File: config.mk
export PLATFORM = sky130hd
export DESIGN_NAME = imm_share_arb_flat
export DESIGN_NICKNAME = d
export VERILOG_FILES = /design/src/rtl/rv32i_pkg.sv /design/src/rtl/imm_share_arb_if.sv /design/src/rtl/imm_gen.sv /design/src/rtl/imm_share_arb.sv /design/src/flat_wrapper.sv
export SDC_FILE = /design/constraint.sdc
export NUM_CORES = 1
export LEC_CHECK = 0
export BUFFER_PORTS_ARGS = -buffer_cell sky130_fd_sc_hd__buf_2
export CORE_MARGIN = 1.5
export CORE_UTILIZATION = 48
export DETAILED_ROUTE_END_ITERATION = 6
export PLACE_DENSITY_LB_ADDON = 0.25
export SYNTH_ARGS = -nofsm -noshare
export SYNTH_HDL_FRONTEND = slang
export SYNTH_SLANG_ARGS = --single-unit
File: constraint.sdc
create_clock -name clk -period 1.99 [get_ports clk]
set_input_delay 0.0995 -clock clk [delete_from_list [all_inputs] [get_ports clk]]
set_output_delay 0.0995 -clock clk [all_outputs]
set_load 0.02 [all_outputs]
File: src/rtl/rv32i_pkg.sv
// Shared RV32I types: immediate formats and the lane ids used by the immediate arbiter.
package rv32i_pkg;

    typedef enum logic [2:0] {
        IMM_I = 3'd0,
        IMM_S = 3'd1,
        IMM_B = 3'd2,
        IMM_U = 3'd3,
        IMM_J = 3'd4,
        IMM_Z = 3'd5
    } imm_t;

    localparam int NUM_IMM_LANES = 2;

    typedef logic lane_id_t;

endpackage

File: src/rtl/imm_share_arb_if.sv
// Per-lane request/response bundle between the two requesting lanes and imm_share_arb.
interface imm_share_arb_if #(parameter int TAG_W = 4);
    import rv32i_pkg::*;

    logic [1:0]            req_valid;
    logic [1:0]            req_ready;
    logic [1:0][31:0]      req_instr;
    imm_t [1:0]            req_sel;
    logic [1:0][TAG_W-1:0] req_tag;
    logic [1:0]            rsp_valid;
    logic [1:0]            rsp_ready;
    logic [1:0][31:0]      rsp_imm;
    logic [1:0][TAG_W-1:0] rsp_tag;

    modport master (
        output req_valid, req_instr, req_sel, req_tag, rsp_ready,
        input  req_ready, rsp_valid, rsp_imm, rsp_tag
    );

    modport slave (
        input  req_valid, req_instr, req_sel, req_tag, rsp_ready,
        output req_ready, rsp_valid, rsp_imm, rsp_tag
    );

endinterface

File: src/rtl/imm_gen.sv
// RV32I immediate generator: extracts and extends the immediate of one instruction word.
module imm_gen
    import rv32i_pkg::*;
(
    input  logic [31:0] instr_i,
    input  imm_t        sel_i,
    output logic [31:0] imm_o
);

    always_comb begin
        imm_o = 32'h0;
        case (sel_i)
            IMM_I: imm_o = {{21{instr_i[31]}}, instr_i[30:20]};
            IMM_S: imm_o = {{21{instr_i[31]}}, instr_i[30:25], instr_i[11:7]};
            IMM_B: imm_o = {{20{instr_i[31]}}, instr_i[7], instr_i[30:25], instr_i[11:8], 1'b0};
            IMM_U: imm_o = {instr_i[31:12], 12'h000};
            IMM_J: imm_o = {{12{instr_i[31]}}, instr_i[19:12], instr_i[20], instr_i[30:21], 1'b0};
            IMM_Z: imm_o = {27'h0, instr_i[19:15]};
            default: imm_o = 32'h0;
        endcase
    end

endmodule

File: src/rtl/imm_share_arb.sv
// Shares one imm_gen between the decode lane (0) and the early-branch lane (1);
// each lane gets a one-entry registered response buffer.
module imm_share_arb
    import rv32i_pkg::*;
#(
    parameter int TAG_W = 4,
    parameter int FAIR  = 1
)
(
    input  logic           clk,
    input  logic           rst_n,
    input  logic           flush,
    output logic           conflict,
    imm_share_arb_if.slave bus
);

    logic [1:0]            elig;
    logic [1:0]            grant;
    lane_id_t              gnt_lane;
    logic [31:0]           gen_imm;

    logic [1:0]            rsp_valid_q;
    logic [1:0][31:0]      rsp_imm_q;
    logic [1:0][TAG_W-1:0] rsp_tag_q;
    lane_id_t              last_grant_q;

    always_comb begin
        elig  = 2'b00;
        grant = 2'b00;
        for (int i = 0; i < NUM_IMM_LANES; i++) begin
            elig[i] = bus.req_valid[i] & ~flush & (~rsp_valid_q[i] | bus.rsp_ready[i]);
        end
        // Lane 0 wins ties after reset because last_grant resets to lane 1.
        if (&elig) begin
            if ((FAIR != 0) && (last_grant_q == 1'b0)) grant = 2'b10;
            else                                       grant = 2'b01;
        end else begin
            grant = elig;
        end
        grant = grant & {2{rst_n}};
    end

    assign conflict      = (&elig) & rst_n;
    assign bus.req_ready = grant;
    assign gnt_lane      = lane_id_t'(grant[1]);

    imm_gen u_imm_gen (
        .instr_i (bus.req_instr[gnt_lane]),
        .sel_i   (bus.req_sel[gnt_lane]),
        .imm_o   (gen_imm)
    );

    always_ff @(posedge clk or negedge rst_n) begin
        if (!rst_n) begin
            rsp_valid_q  <= 2'b00;
            rsp_imm_q    <= '0;
            rsp_tag_q    <= '0;
            last_grant_q <= 1'b1;
        end else begin
            for (int i = 0; i < NUM_IMM_LANES; i++) begin
                if (flush) begin
                    rsp_valid_q[i] <= 1'b0;
                end else if (grant[i]) begin
                    rsp_valid_q[i] <= 1'b1;
                    rsp_imm_q[i]   <= gen_imm;
                    rsp_tag_q[i]   <= bus.req_tag[i];
                end else if (bus.rsp_ready[i]) begin
                    rsp_valid_q[i] <= 1'b0;
                end
            end
            if (|grant) last_grant_q <= gnt_lane;
        end
    end

    assign bus.rsp_valid = rsp_valid_q;
    assign bus.rsp_imm   = rsp_imm_q;
    assign bus.rsp_tag   = rsp_tag_q;

endmodule

File: src/flat_wrapper.sv
// flat-port wrapper written by rule: the top's interface ports become plain ports
module imm_share_arb_flat import rv32i_pkg::*;
#(
    parameter int TAG_W = 4,
    parameter int FAIR  = 1
)
  (clk, rst_n, flush, conflict, bus_req_valid, bus_req_instr, bus_req_sel, bus_req_tag, bus_rsp_ready, bus_req_ready, bus_rsp_valid, bus_rsp_imm, bus_rsp_tag);
  imm_share_arb_if #(.TAG_W(TAG_W)) bus_i ();
  input  logic clk;
  input  logic rst_n;
  input  logic flush;
  output logic conflict;
  input wire logic [$bits(bus_i.req_valid)-1:0] bus_req_valid;
  input wire logic [$bits(bus_i.req_instr)-1:0] bus_req_instr;
  input wire logic [$bits(bus_i.req_sel)-1:0] bus_req_sel;
  input wire logic [$bits(bus_i.req_tag)-1:0] bus_req_tag;
  input wire logic [$bits(bus_i.rsp_ready)-1:0] bus_rsp_ready;
  output wire logic [$bits(bus_i.req_ready)-1:0] bus_req_ready;
  output wire logic [$bits(bus_i.rsp_valid)-1:0] bus_rsp_valid;
  output wire logic [$bits(bus_i.rsp_imm)-1:0] bus_rsp_imm;
  output wire logic [$bits(bus_i.rsp_tag)-1:0] bus_rsp_tag;
  assign bus_i.req_valid = bus_req_valid;
  assign bus_i.req_instr = bus_req_instr;
  assign bus_i.req_sel = bus_req_sel;
  assign bus_i.req_tag = bus_req_tag;
  assign bus_i.rsp_ready = bus_rsp_ready;
  assign bus_req_ready = bus_i.req_ready;
  assign bus_rsp_valid = bus_i.rsp_valid;
  assign bus_rsp_imm = bus_i.rsp_imm;
  assign bus_rsp_tag = bus_i.rsp_tag;
  imm_share_arb #(.TAG_W(TAG_W), .FAIR(FAIR)) u_core (.clk(clk), .rst_n(rst_n), .flush(flush), .conflict(conflict), .bus(bus_i));
endmodule
Word-level counts from Yosys, hierarchy flattened
Cells that the tools add are included.
W data, S select, Z words.
Storage, ports and cells
  register bits: 75
  logic and storage cells: 44
  input port bits: 85
  output and inout port bits: 77
Cells by class
  $lt $le $gt $ge: 1
  multiplexer cells: 13
  bitwise operators: 11
  equality and inequality tests: 5
  reductions and logical operators: 7
Operators with widths (number)
  $pmux W32 S6: 1
  $mux W32: 2
  $eq A3 B2 Y1 const B: 2
  $eq A3 B3 Y1 const B: 2
  $mux W1: 6
  $mux W3: 2
  $reduce_and A2 Y1: 3
  $reduce_bool A3 Y1: 2
  $and A1 B1 Y1: 5
  $mux W2: 2
  $eq A3 B1 Y1 const B: 1
  $logic_not A3 Y1: 1
  $not A1 Y1: 3
  $and A2 B2 Y2: 1
  $lt A1 B2 Y1 const B: 1
  $or A1 B1 Y1: 2
  $reduce_or A2 Y1: 1

Depth between registers and ports, before layout
Gate-level depths: netlist (run 1).
  depth after elaboration: 10
  gate-level depth with buffers: 8
  mapped depth without buffers: 6

Modules after synthesis
From an unflattened synthesis (run 1), not the netlist that was laid out.
Unflattened totals
  cells, all modules: 289
  area total of the unflattened synthesis: 4052.6 um^2
Modules (own cells, without submodules)
  imm_share_arb: seq. area each 1878.1 um^2, instances 1, cells each 209, area each 3519.6 um^2
  imm_gen: seq. area each 0.0 um^2, instances 1, cells each 80, area each 533.0 um^2

Least setup slack after synthesis (run 1)
OpenSTA, ideal clock, no wires.
  path kind: flip-flop to flip-flop
  start: register u_core.rsp_valid_q[1], in the netlist u_core.bus.rsp_valid[1]
  end: register u_core.rsp_imm_q, in the netlist u_core.bus.rsp_imm[10]
  setup time: 0.092 ns
  path slack: 0.286 ns
  period minus slack after synthesis: 1.704 ns
  required time: 1.898 ns
  cell stages (with the launch flop): 8
  path buffers: 2
  arrival time: 1.612 ns
  cells stage by stage: dfrtp_1 nand2b_1 and3_1 buf_4 nand2_2 mux2_4 buf_2 o31ai_2
Between the ends
  longest elaborated chain between the ends: 10
  elaborated cells on any way between the ends: 18
  classes of those cells: 5 x eq/ne; 6 x mux; 4 x bitwise; 3 x reduce/logical
Ends and longest elaborated chain
  start, declared: line imm_share_arb.sv:22  | logic [1:0] rsp_valid_q;
  start signal, assigned: line imm_share_arb.sv:55  | rsp_valid_q <= 2'b00;
  start signal, assigned by index: line imm_share_arb.sv:62  | rsp_valid_q[i] <= 1'b0;
  start signal, assigned by index: line imm_share_arb.sv:64  | rsp_valid_q[i] <= 1'b1;
  $not A1 Y1 (*): line imm_share_arb.sv:31  | elig[i] = bus.req_valid[i] & ~flush & (~rsp_valid_q[i] | bus.rsp_ready[i]);
  $or A1 B1 Y1 (*): line imm_share_arb.sv:31
  $and A1 B1 Y1 (*): line imm_share_arb.sv:31
  $reduce_and A2 Y1: line imm_share_arb.sv:34  | if (&elig) begin
  $mux W2 (*): line imm_share_arb.sv:34
  $and A2 B2 Y2 (*): line imm_share_arb.sv:40  | grant = grant & {2{rst_n}};
  $mux W3 (implied by the code) (2 in a row): line imm_share_arb.sv:49  | .sel_i (bus.req_sel[gnt_lane]),
  $eq A3 B3 Y1 (tied with other cells): line imm_gen.sv:12  | case (sel_i)
  $pmux W32 S6: line imm_gen.sv:12
  end signal, assigned by index: line imm_share_arb.sv:65  | rsp_imm_q[i] <= gen_imm;
  end, declared: line imm_share_arb.sv:23  | logic [1:0][31:0] rsp_imm_q;
Mark *: on every way between the ends. The rest lies on a longest branch, timed or not. The select of a mux whose other input is x is not followed.
A chain may end at the register's enable or synchronous reset.

Worst setup path after layout (run 1)
  start: register u_core.rsp_valid_q[1], in the netlist u_core.bus.rsp_valid[1]
  end: output port bus_req_ready[1]
Between the ends
  longest elaborated chain between the ends: 6
Ends and longest elaborated chain
  $not A1 Y1 (*): line imm_share_arb.sv:31
  $or A1 B1 Y1 (*): line imm_share_arb.sv:31
  $and A1 B1 Y1 (*): line imm_share_arb.sv:31
  $reduce_and A2 Y1: line imm_share_arb.sv:34
  $mux W2 (*): line imm_share_arb.sv:34
  $and A2 B2 Y2 (*): line imm_share_arb.sv:40
  end, declared: line flat_wrapper.sv:18  | output wire logic [$bits(bus_i.req_ready)-1:0] bus_req_ready;
Mark *: on every way between the ends. The rest lies on a longest branch, timed or not.

==> flow_summary.html, run 1 <==
<table>
<tr><th>Metric</th><th>Value</th></tr>
<tr><th colspan="2">Clock tree</th></tr>
<tr><td>Insertion delay to the later sink of the worst-skew pair</td><td>0.36 ns</td></tr>
<tr><td>TritonCTS clock tree</td><td>yes</td></tr>
<tr><td>CTS Buffer Depth</td><td>2</td></tr>
<tr><td>Count of H-tree levels built during CTS</td><td>3</td></tr>
<tr><td>Clock-pin slew on the worst setup and hold paths</td><td>0.08 ns</td></tr>
<tr><td>Total CTS buffers</td><td>9</td></tr>
<tr><td>Clock root buffer master</td><td>sky130_fd_sc_hd__clkbuf_8</td></tr>
<tr><td>Clk sink count</td><td>75</td></tr>
<tr><td>Post-CTS Repair Setup Buffers</td><td>0</td></tr>
<tr><th colspan="2">Floorplanning</th></tr>
<tr><td>Floorplan core area</td><td>7770 um^2</td></tr>
<tr><td>Initial Utilization</td><td>0.499</td></tr>
<tr><td>Number of I/O pins</td><td>162</td></tr>
<tr><td>Die area</td><td>8620 um^2</td></tr>
<tr><td>Row count</td><td>32</td></tr>
<tr><td>Horiz. Die Dim</td><td>92.8 um</td></tr>
<tr><td>Die height</td><td>roughly 93 um</td></tr>
<tr><th colspan="2">Detailed routing</th></tr>
<tr><td>Count of TritonRoute iterations in the first routing pass</td><td>5</td></tr>
<tr><td>Iter 0 DRT Violations</td><td>340</td></tr>
<tr><td>Aggregate routed wire length</td><td>11900 um</td></tr>
<tr><td>Antenna viol nets, final</td><td>0</td></tr>
<tr><td>Avg WL per Cell</td><td>between 15 and 20 um</td></tr>
<tr><td>Vias post-DR</td><td>3941</td></tr>
<tr><td>Routed vias/inst</td><td>5.70</td></tr>
<tr><td>Total DRC errors in the routed layout</td><td>0</td></tr>
<tr><th colspan="2">Synthesis</th></tr>
<tr><td>Post-synthesis async set-or-reset flop share</td><td>1.00</td></tr>
<tr><td>EDFF count, synth</td><td>0</td></tr>
<tr><td>Syn nets</td><td>between 500 and 600</td></tr>
<tr><td>Cell variety after synth</td><td>45</td></tr>
<tr><td>Top_reg_cell synth</td><td>sky130_fd_sc_hd__dfrtp_1</td></tr>
<tr><td>Mean post-synth cell area</td><td>9.09 um^2</td></tr>
<tr><td>Post-synthesis instance total</td><td>426</td></tr>
<tr><td>Total of warnings raised by yosys</td><td>0</td></tr>
<tr><td>Synth Cell Area</td><td>between 3000 and 4000 um^2</td></tr>
<tr><td>Sequential share of the synthesized area</td><td>0.485</td></tr>
<tr><td>Flip-flop and latch count after synthesis</td><td>75</td></tr>
<tr><th colspan="2">STA</th></tr>
<tr><td>Share of the clock period used by the worst path after layout</td><td>0.957</td></tr>
<tr><td>Number of endpoints failing setup at the final stage</td><td>0</td></tr>
<tr><td>Slew at the pin with the worst max-slew slack</td><td>between 0.9 and 1 ns</td></tr>
<tr><td>Count of final max-slew check failures</td><td>0</td></tr>
<tr><td>Final critical path time including I/O delays and setup</td><td>1.90 ns</td></tr>
<tr><td>Worst hold slack after final layout</td><td>-0.0423 ns</td></tr>
<tr><td>Highest Clock Rate</td><td>525 MHz</td></tr>
<tr><td>Unrepaired setup endpoints after global routing</td><td>false</td></tr>
<tr><td>Relative slew slack</td><td>0.364</td></tr>
<tr><td>Final number of hold-violating endpoints</td><td>17</td></tr>
<tr><td>Worst setup margin</td><td>approximately 0.086 ns</td></tr>
<tr><td>Worst Skew</td><td>0.0115 ns</td></tr>
<tr><th colspan="2">Worst setup path</th></tr>
<tr><td>Critical path peak fanout</td><td>21</td></tr>
<tr><td>Crit start category</td><td>register</td></tr>
<tr><td>Data required time at the worst endpoint</td><td>1.89 ns</td></tr>
<tr><td>CP endpoint kind</td><td>output port</td></tr>
<tr><td>CP Data Arrival Time</td><td>1.80 ns</td></tr>
<tr><td>Kind of critical path</td><td>reg -&gt; out</td></tr>
<tr><th colspan="2">Cells and area</th></tr>
<tr><td>Post-layout net count</td><td>around 670</td></tr>
<tr><td>Most common cell after layout, fill and taps aside</td><td>sky130_fd_sc_hd__buf_2</td></tr>
<tr><td>Final-layout fill cell count</td><td>686</td></tr>
<tr><td>Count of inserted antenna diode cells</td><td>0</td></tr>
<tr><td>Leading cell types in the layout, fill and taps excluded</td><td>sky130_fd_sc_hd__buf_2, sky130_fd_sc_hd__dfrtp_1, sky130_fd_sc_hd__nand2_1</td></tr>
<tr><td>Signed area change from the synthesized netlist to the final layout</td><td>33.8%</td></tr>
<tr><td>Fraction of layout cells with a size suffix above 1</td><td>0.341</td></tr>
<tr><th colspan="2">Placement</th></tr>
<tr><td>Routability congestion estimate</td><td>0.901</td></tr>
<tr><td>HPWL after DPL</td><td>8530 um</td></tr>
<tr><td>Number of buffer cells added on primary ports</td><td>147</td></tr>
<tr><td>Placement Setup Slack</td><td>-0.0391 ns</td></tr>
<tr><th colspan="2">GRT</th></tr>
<tr><td>Overall track demand over capacity in global routing</td><td>0.289</td></tr>
<tr><td>Via count of the first global-routing pass</td><td>3771</td></tr>
<tr><td>Largest net degree at the start of global routing</td><td>76</td></tr>
<tr><td>Initial antenna violation count</td><td>0</td></tr>
<tr><td>First-pass GRT wire length</td><td>19300 um</td></tr>
<tr><td>Total global routing overflow</td><td>0</td></tr>
<tr><th colspan="2">Pwr</th></tr>
<tr><td>PwrDens</td><td>985 nW/um^2</td></tr>
<tr><td>Cell leakage power</td><td>2.46 nW</td></tr>
<tr><td>Maximum resistive drop on vdd</td><td>512 uV</td></tr>
<tr><th colspan="2">Run status</th></tr>
<tr><td>Outcome</td><td>finished, violations left</td></tr>
<tr><td>Violated checks</td><td>hold timing</td></tr>
<tr><th colspan="2">Run</th></tr>
<tr><td>MaxCap Viol Count</td><td>0</td></tr>
<tr><th colspan="2">Min path</th></tr>
<tr><td>Hold Path Class</td><td>in -&gt; async</td></tr>
</table>
registers in the layout, summed over array words and instances (netlist names):
name	count
u_core.bus.rsp_valid	2
u_core.last_grant_q	1
u_core.bus.rsp_imm	64
u_core.bus.rsp_tag	8
cells in the mapped netlist, types with 2 or more instances:
cell type	n	area [um^2]
sky130_fd_sc_hd__a211oi_1	24	180
sky130_fd_sc_hd__mux2i_1	8	80.1
sky130_fd_sc_hd__nor3_1	6	30.0
sky130_fd_sc_hd__o22a_1	19	166
sky130_fd_sc_hd__mux2_2	2	22.5
sky130_fd_sc_hd__nand3b_1	4	30.0
sky130_fd_sc_hd__maj3_1	2	20.0
sky130_fd_sc_hd__inv_2	2	7.51
sky130_fd_sc_hd__o21ai_1	8	40.0
sky130_fd_sc_hd__dfrtp_1	74	1850
sky130_fd_sc_hd__nand3_1	23	115
sky130_fd_sc_hd__a311oi_1	4	35.0
sky130_fd_sc_hd__a21o_1	3	22.5
sky130_fd_sc_hd__and2_1	6	37.5
sky130_fd_sc_hd__nand2b_1	5	31.3
sky130_fd_sc_hd__nor3b_1	4	30.0
sky130_fd_sc_hd__and3_1	3	18.8
sky130_fd_sc_hd__nand2_1	59	221
sky130_fd_sc_hd__o31ai_1	6	45.0
sky130_fd_sc_hd__o31ai_2	5	62.6
sky130_fd_sc_hd__clkbuf_1	20	75.1
sky130_fd_sc_hd__nor2_1	51	191
sky130_fd_sc_hd__a21oi_1	16	80.1
sky130_fd_sc_hd__o21ai_0	24	120
sky130_fd_sc_hd__buf_2	14	70.1
sky130_fd_sc_hd__nor2b_1	3	18.8
sky130_fd_sc_hd__a22oi_1	13	97.6
critical path, stage by stage, from the launching register on:
cell	delay (ns)
sky130_fd_sc_hd__dfrtp_1	0.37
sky130_fd_sc_hd__nand2b_1	0.12
sky130_fd_sc_hd__and3_2	0.29
sky130_fd_sc_hd__nand2_4	0.13
sky130_fd_sc_hd__inv_2	0.16
sky130_fd_sc_hd__buf_8	0.19
sky130_fd_sc_hd__buf_2	0.19
where the power goes:
part	internal, mW	switching, mW
Clock	0.836	0.597
Combinational	0.608	1.01
Sequential	1.86	0.191
Total	3.31	1.79
logic make-up after synthesis:
| family | synth area share |
|---|---|
| adder cells (fa/ha/maj) | 0.00517 |
| AO/OA/AOI/OAI | 0.237 |
| buffers and inverters | 0.0436 |
| AND/OR/NAND/NOR | 0.199 |
| multiplexers | 0.0304 |
| flip-flops | 0.485 |
layer usage:
layer,track usage,part of all wire,up-vias
li1,-,-,1847
met1,0.400,0.43,1871
met2,0.456,0.48,208
met3,0.0542,0.084,15
met4,0.0960,0.013,0
met5,0,0,-
metrics by stage:
step | util | cells | instance area [um^2] | TNS, ns | power [mW]
floorplan | - | 426 | 3870 | 0 | 3.02
global placement | 0.615 | 661 | 4780 | 0 | 3.62
detailed placement | 0.615 | 661 | 4780 | -0.337 | 3.67
CTS | 0.665 | 691 | 5170 | 0 | 5.12
global route | 0.667 | 691 | 5180 | 0 | 5.37
finish | 0.667 | 691 | 5180 | 0 | 5.10
cell type report:
class	count	area, um^2	share of cell area
flip-flops and latches	75	1880	0.362
well taps	102	128	0.0246
inverters	3	11.3	0.00217
clock inverters	6	111	0.0215
repair buffers	183	1080	0.208
multi-input cells	312	1850	0.357
clock buffers	10	128	0.0246
path summary, 6_finish.rpt:
kind	from	endpoint	slack, ns	cells past startpoint
worst min register to register	u_core.bus.rsp_tag[3]	u_core.bus.rsp_tag[3]	0.47	2
max in group asynchronous	rst_n	u_core.bus.rsp_tag[4]	1.38	2
worst max-delay path	u_core.bus.rsp_valid[1]	bus_req_ready[1]	0.09	6
min in group clk	bus_req_instr[45]	u_core.bus.rsp_imm[45]	0.01	3
worst min-delay path	rst_n	u_core.bus.rsp_tag[6]	-0.04	2
worst max register to register	u_core.bus.rsp_valid[1]	u_core.bus.rsp_imm[20]	0.12	6
repair_timing:
action,4_1_cts,5_1_grt
hold buffers,14,0
pin swaps,0,0
setup endpoints to repair,12,5
gates resized for setup,3,3
hold endpoints to repair,14,0
Note: power is estimated with default switching activity, not from simulation.
==> run 2, diff against run 1 <==
ABC_AREA = 1   (was unset)
==> flow_summary.html, run 2 <==
<table>
<tr><th>Metric</th><th>Value</th></tr>
<tr><th colspan="2">Clock tree</th></tr>
<tr><td>Total CTS buffers</td><td>9 (unchanged)</td></tr>
<tr><td>TritonCTS clock tree</td><td>yes</td></tr>
<tr><td>Count of H-tree levels built during CTS</td><td>3 (unchanged)</td></tr>
<tr><td>Clock root buffer master</td><td>sky130_fd_sc_hd__clkbuf_8</td></tr>
<tr><td>Insertion delay to the later sink of the worst-skew pair</td><td>0.34 ns (-0.02 ns)</td></tr>
<tr><td>Clk sink count</td><td>75 (unchanged)</td></tr>
<tr><td>Clock-pin slew on the worst setup and hold paths</td><td>0.08 ns (about the same)</td></tr>
<tr><td>CTS Buffer Depth</td><td>2 (unchanged)</td></tr>
<tr><th colspan="2">Detailed routing</th></tr>
<tr><td>Antenna viol nets, final</td><td>0 (unchanged)</td></tr>
<tr><td>Count of TritonRoute iterations in the first routing pass</td><td>4 (-1)</td></tr>
<tr><td>Routed vias/inst</td><td>4.83 (-15%)</td></tr>
<tr><td>Wire length the detailed router placed on met1</td><td>4330 um (-15%)</td></tr>
<tr><td>Aggregate routed wire length</td><td>10000 um (-16%)</td></tr>
<tr><td>DR WL met2</td><td>4830 um (-15%)</td></tr>
<tr><td>Vias post-DR</td><td>3758 (-4.6%)</td></tr>
<tr><td>Iter 0 DRT Violations</td><td>171 (-50%)</td></tr>
<tr><td>Total DRC errors in the routed layout</td><td>0 (unchanged)</td></tr>
<tr><td>DR WL met3</td><td>679 um (-33%)</td></tr>
<tr><td>Max layer used</td><td>met4</td></tr>
<tr><td>Avg WL per Cell</td><td>12.9 um (-25%)</td></tr>
<tr><th colspan="2">Cells and area</th></tr>
<tr><td>Flip-flop count of the largest register after layout</td><td>64 (unchanged)</td></tr>
<tr><td>Signed area change from the synthesized netlist to the final layout</td><td>32.8%</td></tr>
<tr><td>Fraction of layout cells with a size suffix above 1</td><td>0.313 (-0.0287)</td></tr>
<tr><td>Layout Cell Area excl Fill</td><td>5070 um^2 (-2.2%)</td></tr>
<tr><td>Final std cells w/o fill</td><td>778 (+13%)</td></tr>
<tr><td>Post-layout net count</td><td>755 (+13%)</td></tr>
<tr><td>Most common cell after layout, fill and taps aside</td><td>sky130_fd_sc_hd__nand2_1</td></tr>
<tr><td>Multi-input logic area</td><td>1760 um^2 (-5.1%)</td></tr>
<tr><td>Sequential cell area</td><td>1880 um^2 (unchanged)</td></tr>
<tr><td>Leading cell types in the layout, fill and taps excluded</td><td>sky130_fd_sc_hd__nand2_1, sky130_fd_sc_hd__buf_2, sky130_fd_sc_hd__dfrtp_1</td></tr>
<tr><td>Final-layout fill cell count</td><td>709 (+3.4%)</td></tr>
<tr><th colspan="2">Floorplanning</th></tr>
<tr><td>Number of I/O pins</td><td>162 (unchanged)</td></tr>
<tr><td>Floorplan core area</td><td>7730 um^2 (-0.52%)</td></tr>
<tr><td>Row count</td><td>32 (unchanged)</td></tr>
<tr><td>Initial Utilization</td><td>0.494 (-0.00454)</td></tr>
<tr><td>Horiz. Die Dim</td><td>92.2 um (-0.69%)</td></tr>
<tr><td>Die area</td><td>8500 um^2 (-1.4%)</td></tr>
<tr><td>Die height</td><td>92.2 um (-0.69%)</td></tr>
<tr><th colspan="2">Synthesis</th></tr>
<tr><td>Area leader, netlist</td><td>sky130_fd_sc_hd__dfrtp_1</td></tr>
<tr><td>Mean post-synth cell area</td><td>7.46 um^2 (-18%)</td></tr>
<tr><td>Cell with the most instances after synthesis</td><td>sky130_fd_sc_hd__nand2_1</td></tr>
<tr><td>Cells taking the most area after synthesis</td><td>sky130_fd_sc_hd__dfrtp_1, sky130_fd_sc_hd__nand2_1, sky130_fd_sc_hd__nand2_4</td></tr>
<tr><td>Flip-flop and latch count after synthesis</td><td>75 (unchanged)</td></tr>
<tr><td>Sequential share of the synthesized area</td><td>0.492 (+0.00699)</td></tr>
<tr><td>Cell variety after synth</td><td>25 (-44%)</td></tr>
<tr><td>Syn nets</td><td>597 (+17%)</td></tr>
<tr><td>Total of warnings raised by yosys</td><td>0 (unchanged)</td></tr>
<tr><td>Post-synthesis instance total</td><td>512 (+20%)</td></tr>
<tr><td>Post-synthesis async set-or-reset flop share</td><td>1.00 (unchanged)</td></tr>
<tr><td>Area fraction of the dominant cell type after synthesis</td><td>0.485 (+0.00690)</td></tr>
<tr><td>Commonest cells in the synthesized netlist</td><td>sky130_fd_sc_hd__nand2_1, sky130_fd_sc_hd__dfrtp_1, sky130_fd_sc_hd__inv_1, sky130_fd_sc_hd__o21ai_0, sky130_fd_sc_hd__nor2_1</td></tr>
<tr><td>Synth Cell Area</td><td>3820 um^2 (-1.4%)</td></tr>
<tr><td>EDFF count, synth</td><td>0 (unchanged)</td></tr>
<tr><td>Top_reg_cell synth</td><td>sky130_fd_sc_hd__dfrtp_1</td></tr>
<tr><th colspan="2">STA</th></tr>
<tr><td>Relative slew slack</td><td>0.380 (+0.0157)</td></tr>
<tr><td>Slew at the pin with the worst max-slew slack</td><td>0.930 ns (-0.0235 ns)</td></tr>
<tr><td>Number of endpoints failing setup at the final stage</td><td>0 (unchanged)</td></tr>
<tr><td>Share of the clock period used by the worst path after layout</td><td>0.942 (-0.0152)</td></tr>
<tr><td>Count of final max-slew check failures</td><td>0 (unchanged)</td></tr>
<tr><td>Final critical path time including I/O delays and setup</td><td>1.87 ns (-0.0303 ns)</td></tr>
<tr><td>Worst Skew</td><td>0.00568 ns (-0.00584 ns)</td></tr>
<tr><td>Unrepaired setup endpoints after global routing</td><td>true</td></tr>
<tr><td>Worst hold slack after final layout</td><td>-0.0163 ns (+0.0260 ns)</td></tr>
<tr><td>Final number of hold-violating endpoints</td><td>5 (-12)</td></tr>
<tr><td>Highest Clock Rate</td><td>534 MHz (+1.6%)</td></tr>
<tr><th colspan="2">GRT</th></tr>
<tr><td>Initial antenna violation count</td><td>1 (+1)</td></tr>
<tr><td>Via count of the first global-routing pass</td><td>3639 (-3.5%)</td></tr>
<tr><td>Total global routing overflow</td><td>0 (unchanged)</td></tr>
<tr><td>Largest net degree at the start of global routing</td><td>76 (unchanged)</td></tr>
<tr><td>Overall track demand over capacity in global routing</td><td>0.248 (-0.0404)</td></tr>
<tr><td>First-pass GRT wire length</td><td>16700 um (-13%)</td></tr>
<tr><th colspan="2">Placement</th></tr>
<tr><td>Number of placed instances with taps included</td><td>751 (+14%)</td></tr>
<tr><td>HPWL after DPL</td><td>7190 um (-16%)</td></tr>
<tr><td>Number of buffer cells added on primary ports</td><td>147 (unchanged)</td></tr>
<tr><td>Routability congestion estimate</td><td>0.874 (-3.0%)</td></tr>
<tr><td>Area of placed instances</td><td>4670 um^2 (-2.4%)</td></tr>
<tr><th colspan="2">Worst setup path</th></tr>
<tr><td>Crit start category</td><td>register</td></tr>
<tr><td>First element of the critical path</td><td>u_core.last_grant_q</td></tr>
<tr><td>CP endpoint kind</td><td>register</td></tr>
<tr><td>Data required time at the worst endpoint</td><td>2.23 ns (+0.34 ns)</td></tr>
<tr><td>Critical path peak fanout</td><td>13 (-38%)</td></tr>
<tr><td>R2r startpoint</td><td>u_core.last_grant_q</td></tr>
<tr><td>CP Data Arrival Time</td><td>2.11 ns (+0.31 ns)</td></tr>
<tr><td>Kind of critical path</td><td>reg -&gt; reg</td></tr>
<tr><th colspan="2">Min path</th></tr>
<tr><td>Hold Path Class</td><td>in -&gt; async</td></tr>
<tr><th colspan="2">Pwr</th></tr>
<tr><td>Maximum resistive drop on vdd</td><td>386 uV (-25%)</td></tr>
<tr><td>Cell leakage power</td><td>3.07 nW (+25%)</td></tr>
<tr><td>PwrDens</td><td>959 nW/um^2 (-2.6%)</td></tr>
<tr><td>Total power</td><td>4.86 mW (-4.8%)</td></tr>
<tr><th colspan="2">Run status</th></tr>
<tr><td>Outcome</td><td>finished, violations left</td></tr>
<tr><td>Violated checks</td><td>hold timing</td></tr>
<tr><th colspan="2">Run</th></tr>
<tr><td>MaxCap Viol Count</td><td>0 (unchanged)</td></tr>
</table>
[run 2: stage by stage]
| step | util | setup slack, ns | setup TNS (ns) |
|---|---|---|---|
| finish | 0.656 | 0.116 | 0 |
| detailed placement | 0.604 | 0.0753 | 0 |
| global route | 0.656 | -0.0164 | -0.0357 |
| global placement | 0.604 | 0.124 | 0 |
| CTS | 0.648 | 0.0277 | 0 |
| floorplan | - | 0.250 | 0 |
[run 2: path summary, 6_finish.rpt]
path                                                end  slack [ns]  cells past startpoint
min in group clk                u_core.bus.rsp_valid[0]        0.02                      2
worst max register to register    u_core.bus.rsp_imm[3]        0.12                      9
worst max-delay path              u_core.bus.rsp_imm[3]        0.12                      9
worst min-delay path            u_core.bus.rsp_valid[0]       -0.02                      2
worst min register to register   u_core.bus.rsp_imm[36]        0.48                      2
max in group asynchronous        u_core.bus.rsp_imm[32]        1.39                      2
[run 2: layer usage]
metal / vias to the layer above / track usage
li1: 1876 / -
met1: 1736 / 0.333
met2: 127 / 0.398
met3: 19 / 0.0489
met4: 0 / 0.0949
met5: - / 0
[run 2: worst max-delay path, cell delays in order, from the launching register on]
cell and delay [ns]:
sky130_fd_sc_hd__dfstp_2 0.58, sky130_fd_sc_hd__nand3_2 0.12, sky130_fd_sc_hd__nand2_4 0.18, sky130_fd_sc_hd__inv_4 0.10
sky130_fd_sc_hd__o21ai_0 0.30, sky130_fd_sc_hd__nor2_1 0.08, sky130_fd_sc_hd__nor2_1 0.18, sky130_fd_sc_hd__nand2_1 0.10
sky130_fd_sc_hd__nand2_1 0.07, sky130_fd_sc_hd__nand2_1 0.05
[run 2: logic make-up after synthesis]
| group | Yosys count | share of synthesized area |
|---|---|---|
| buffers and inverters | 47 | 0.0610 |
| DFF | 75 | 0.492 |
| and+or+nand+nor | 362 | 0.406 |
| AOI/OAI and AO/OA | 28 | 0.0410 |
[run 2: cell type report]
class,instances,share of cell area
inverter,26,0.0197
sequential,75,0.371
timing repair buffer,167,0.186
tap,102,0.0252
antenna,1,0.000494
clock buffer,12,0.0326
clock inverter,4,0.0188
multi-input combinational,391,0.346
[run 2: repair_timing]
item,4_1_cts,5_1_grt
setup endpoints to repair,1,49
gates cloned,0,1
endpoints found under the hold margin,8,0
hold buffers,8,0
buffers inserted,0,1
gates resized for setup,1,10
pin swaps,0,2
[run 2: power by group]
part | switching (mW) | internal (mW)
clock | 0.548 | 0.934
combinational | 0.924 | 0.480
sequential | 0.156 | 1.82
==> run 3, diff against run 2 <==
CORE_UTILIZATION = 52   (was 48)
clock period = 2.2 ns   (was 1.99 ns; I/O delays follow)
==> flow_summary.html, run 3 (synthesis gave the netlist of run 2 again) <==
<table>
<tr><th>Metric</th><th>Value</th></tr>
<tr><th colspan="2">Run status</th></tr>
<tr><td>Outcome</td><td>completed</td></tr>
<tr><th colspan="2">Floorplanning</th></tr>
<tr><td>Horiz. Die Dim</td><td>88.7 um (-3.8%)</td></tr>
<tr><td>Initial Utilization</td><td>0.532 (+0.0380)</td></tr>
<tr><td>Row count</td><td>31 (-3.1%)</td></tr>
<tr><td>Floorplan core area</td><td>7180 um^2 (-7.1%)</td></tr>
<tr><td>Die height</td><td>88.7 um (-3.8%)</td></tr>
<tr><td>Number of I/O pins</td><td>162 (unchanged)</td></tr>
<tr><td>Die area</td><td>7860 um^2 (-7.4%)</td></tr>
<tr><th colspan="2">Cells and area</th></tr>
<tr><td>Multi-input logic area</td><td>1730 um^2 (-1.2%)</td></tr>
<tr><td>Sequential cell area</td><td>1880 um^2 (unchanged)</td></tr>
<tr><td>Final std cells w/o fill</td><td>771 (-0.90%)</td></tr>
<tr><td>Final-layout fill cell count</td><td>639 (-9.9%)</td></tr>
<tr><td>Most common cell after layout, fill and taps aside</td><td>sky130_fd_sc_hd__nand2_1</td></tr>
<tr><td>Post-layout net count</td><td>753 (-0.26%)</td></tr>
<tr><td>Flip-flop count of the largest register after layout</td><td>64 (unchanged)</td></tr>
<tr><td>Fraction of layout cells with a size suffix above 1</td><td>0.307 (-0.00604)</td></tr>
<tr><td>Count of inserted antenna diode cells</td><td>0 (-1)</td></tr>
<tr><td>Signed area change from the synthesized netlist to the final layout</td><td>29.3%</td></tr>
<tr><td>Leading cell types in the layout, fill and taps excluded</td><td>sky130_fd_sc_hd__nand2_1, sky130_fd_sc_hd__buf_2, sky130_fd_sc_hd__dfrtp_1</td></tr>
<tr><td>Finished Core Util</td><td>0.688 (+0.0321)</td></tr>
<tr><th colspan="2">Detailed routing</th></tr>
<tr><td>Antenna viol nets, final</td><td>0 (unchanged)</td></tr>
<tr><td>Iter 0 DRT Violations</td><td>291 (+70%)</td></tr>
<tr><td>Count of TritonRoute iterations in the first routing pass</td><td>4 (unchanged)</td></tr>
<tr><td>Avg WL per Cell</td><td>13.4 um (+3.4%)</td></tr>
<tr><td>Total DRC errors in the routed layout</td><td>0 (unchanged)</td></tr>
<tr><td>Vias post-DR</td><td>3769 (+0.29%)</td></tr>
<tr><td>Routed vias/inst</td><td>4.89 (+1.2%)</td></tr>
<tr><td>Aggregate routed wire length</td><td>10300 um (+2.5%)</td></tr>
<tr><th colspan="2">Placement</th></tr>
<tr><td>HPWL after DPL</td><td>7190 um (about the same)</td></tr>
<tr><td>Routability congestion estimate</td><td>0.884 (+1.1%)</td></tr>
<tr><td>Number of placed instances with taps included</td><td>746 (-0.67%)</td></tr>
<tr><td>Number of buffer cells added on primary ports</td><td>147 (unchanged)</td></tr>
<tr><th colspan="2">Clock tree</th></tr>
<tr><td>Clock root buffer master</td><td>sky130_fd_sc_hd__clkbuf_8</td></tr>
<tr><td>Clock-pin slew on the worst setup and hold paths</td><td>0.08 ns (about the same)</td></tr>
<tr><td>Total CTS buffers</td><td>9 (unchanged)</td></tr>
<tr><td>Clk sink count</td><td>75 (unchanged)</td></tr>
<tr><td>CTS Buffer Depth</td><td>2 (unchanged)</td></tr>
<tr><td>TritonCTS clock tree</td><td>yes</td></tr>
<tr><td>Count of H-tree levels built during CTS</td><td>3 (unchanged)</td></tr>
<tr><td>Insertion delay to the later sink of the worst-skew pair</td><td>0.35 ns (about the same)</td></tr>
<tr><th colspan="2">Worst setup path</th></tr>
<tr><td>Crit start category</td><td>input port</td></tr>
<tr><td>CP endpoint kind</td><td>output port</td></tr>
<tr><td>Data required time at the worst endpoint</td><td>2.09 ns (-0.14 ns)</td></tr>
<tr><td>Kind of critical path</td><td>in -&gt; out</td></tr>
<tr><td>Register-to-register setup slack</td><td>0.24 ns (+0.12 ns)</td></tr>
<tr><td>CP Data Arrival Time</td><td>1.93 ns (-0.18 ns)</td></tr>
<tr><td>Critical path peak fanout</td><td>13 (unchanged)</td></tr>
<tr><th colspan="2">Pwr</th></tr>
<tr><td>Maximum resistive drop on vdd</td><td>454 uV (+18%)</td></tr>
<tr><td>Sequential group share of total power</td><td>0.437 (+0.031)</td></tr>
<tr><td>Switching Power</td><td>1.48 mW (-9.0%)</td></tr>
<tr><td>Fraction of power consumed by combinational cells</td><td>0.308 (+0.019)</td></tr>
<tr><td>Part of the power in the clock network</td><td>0.255 (-0.050)</td></tr>
<tr><td>PwrDens</td><td>830 nW/um^2 (-13%)</td></tr>
<tr><td>Cell leakage power</td><td>3.01 nW (-2.1%)</td></tr>
<tr><td>Net Sw Frac</td><td>0.361 (+0.0263)</td></tr>
<tr><td>Cell-internal power</td><td>2.62 mW (-19%)</td></tr>
<tr><th colspan="2">STA</th></tr>
<tr><td>Worst Skew</td><td>0.0103 ns (+0.00460 ns)</td></tr>
<tr><td>Relative slew slack</td><td>0.376 (-0.00328)</td></tr>
<tr><td>Number of endpoints failing setup at the final stage</td><td>0 (unchanged)</td></tr>
<tr><td>Highest Clock Rate</td><td>approximately 490 MHz</td></tr>
<tr><td>Unrepaired setup endpoints after global routing</td><td>true</td></tr>
<tr><td>Slew at the pin with the worst max-slew slack</td><td>0.935 ns (+0.00492 ns)</td></tr>
<tr><td>Share of the clock period used by the worst path after layout</td><td>0.929</td></tr>
<tr><td>Setup Total Neg Slack</td><td>0 ns (unchanged)</td></tr>
<tr><td>Count of final max-slew check failures</td><td>0 (unchanged)</td></tr>
<tr><td>Final number of hold-violating endpoints</td><td>0 (-5)</td></tr>
<tr><td>Worst hold slack after final layout</td><td>0.0217 ns (+0.0380 ns)</td></tr>
<tr><td>Final critical path time including I/O delays and setup</td><td>2.04 ns</td></tr>
<tr><th colspan="2">GRT</th></tr>
<tr><td>Via count of the first global-routing pass</td><td>3603 (-0.99%)</td></tr>
<tr><td>Largest net degree at the start of global routing</td><td>76 (unchanged)</td></tr>
<tr><td>First-pass GRT wire length</td><td>16700 um (+0.20%)</td></tr>
<tr><td>Overall track demand over capacity in global routing</td><td>0.276 (+0.0277)</td></tr>
<tr><td>Initial antenna violation count</td><td>0 (-1)</td></tr>
<tr><td>Total global routing overflow</td><td>0 (unchanged)</td></tr>
<tr><th colspan="2">Min path</th></tr>
<tr><td>Hold Path Class</td><td>in -&gt; async</td></tr>
<tr><th colspan="2">Run</th></tr>
<tr><td>MaxCap Viol Count</td><td>0 (unchanged)</td></tr>
</table>
## run 3: cell count changes in the layout (fill, tap and decap cells not counted), sizes merged
cell	delta
clkinv	+1
nand2	-1
diode	-1
clkbuf	-1
bufinv	-2
clkinvlp	+1
dlygate4sd3	+1
buf	-2
## run 3: worst paths after layout
check                                  startpoint                      end  cells past startpoint
setup / recovery                            flush         bus_req_ready[0]                      8
setup reg to reg              u_core.last_grant_q   u_core.bus.rsp_imm[24]                      9
hold reg to reg            u_core.bus.rsp_imm[43]   u_core.bus.rsp_imm[43]                      2
hold / removal                              rst_n   u_core.bus.rsp_imm[29]                      2
max in group asynchronous                   rst_n   u_core.bus.rsp_imm[11]                      2
min in group clk                 bus_rsp_ready[1]  u_core.bus.rsp_valid[1]                      4
## run 3: metrics by stage
step           total power [mW]  instance area [um^2]  setup WS, ns
4_1_cts                    4.12                  4910         0.113
5_1_grt                    4.34                  4940       -0.0326
3_5_place_dp               3.06                  4620         0.187
2_1_floorplan              2.57                  3820         0.460
3_3_place_gp               3.02                  4620         0.272
6_report                   4.10                  4940         0.156
## run 3: repair_timing
action | 4_1_cts | 5_1_grt
resized for setup | 0 | 6
endpoints found under the setup margin | 0 | 25
setup buffers | 0 | 1
hold buffers | 9 | 0
hold endpoints to repair | 9 | 0
## run 3: critical path, cell delays in order
cell and delay, ns:
sky130_fd_sc_hd__dlygate4sd3_1 0.53, sky130_fd_sc_hd__buf_2 0.14, sky130_fd_sc_hd__nor2_1 0.17, sky130_fd_sc_hd__nand2_1 0.12, sky130_fd_sc_hd__nor2_1 0.19, sky130_fd_sc_hd__o21ai_4 0.09, sky130_fd_sc_hd__inv_1 0.33, sky130_fd_sc_hd__buf_2 0.25
## run 3: final cells by class
cell class,instances,share of cell area
clock buffers,11,0.0286
clock inverters,4,0.0104
inverters,26,0.0198
multi-input cells,390,0.351
flip-flops and latches,75,0.380
well taps,99,0.0251
repair buffers,166,0.184
## run 3: power groups by stage
stage | logic (mW) | registers (mW) | clock network [mW]
after floorplan | 0.443 | 2.13 | 0
after global placement | 1.22 | 1.80 | 0
after detailed placement | 1.25 | 1.81 | 0
after CTS | 1.26 | 1.79 | 1.07
after global routing | 1.40 | 1.82 | 1.12
final | 1.26 | 1.79 | 1.05
## run 3: metal layers
layer,share of wire,vias up,GRT usage
met2,0.49,147,0.452
met5,0,-,0
met3,0.065,25,0.0606
met4,0.024,0,0.111
li1,-,1870,-
met1,0.42,1727,0.357
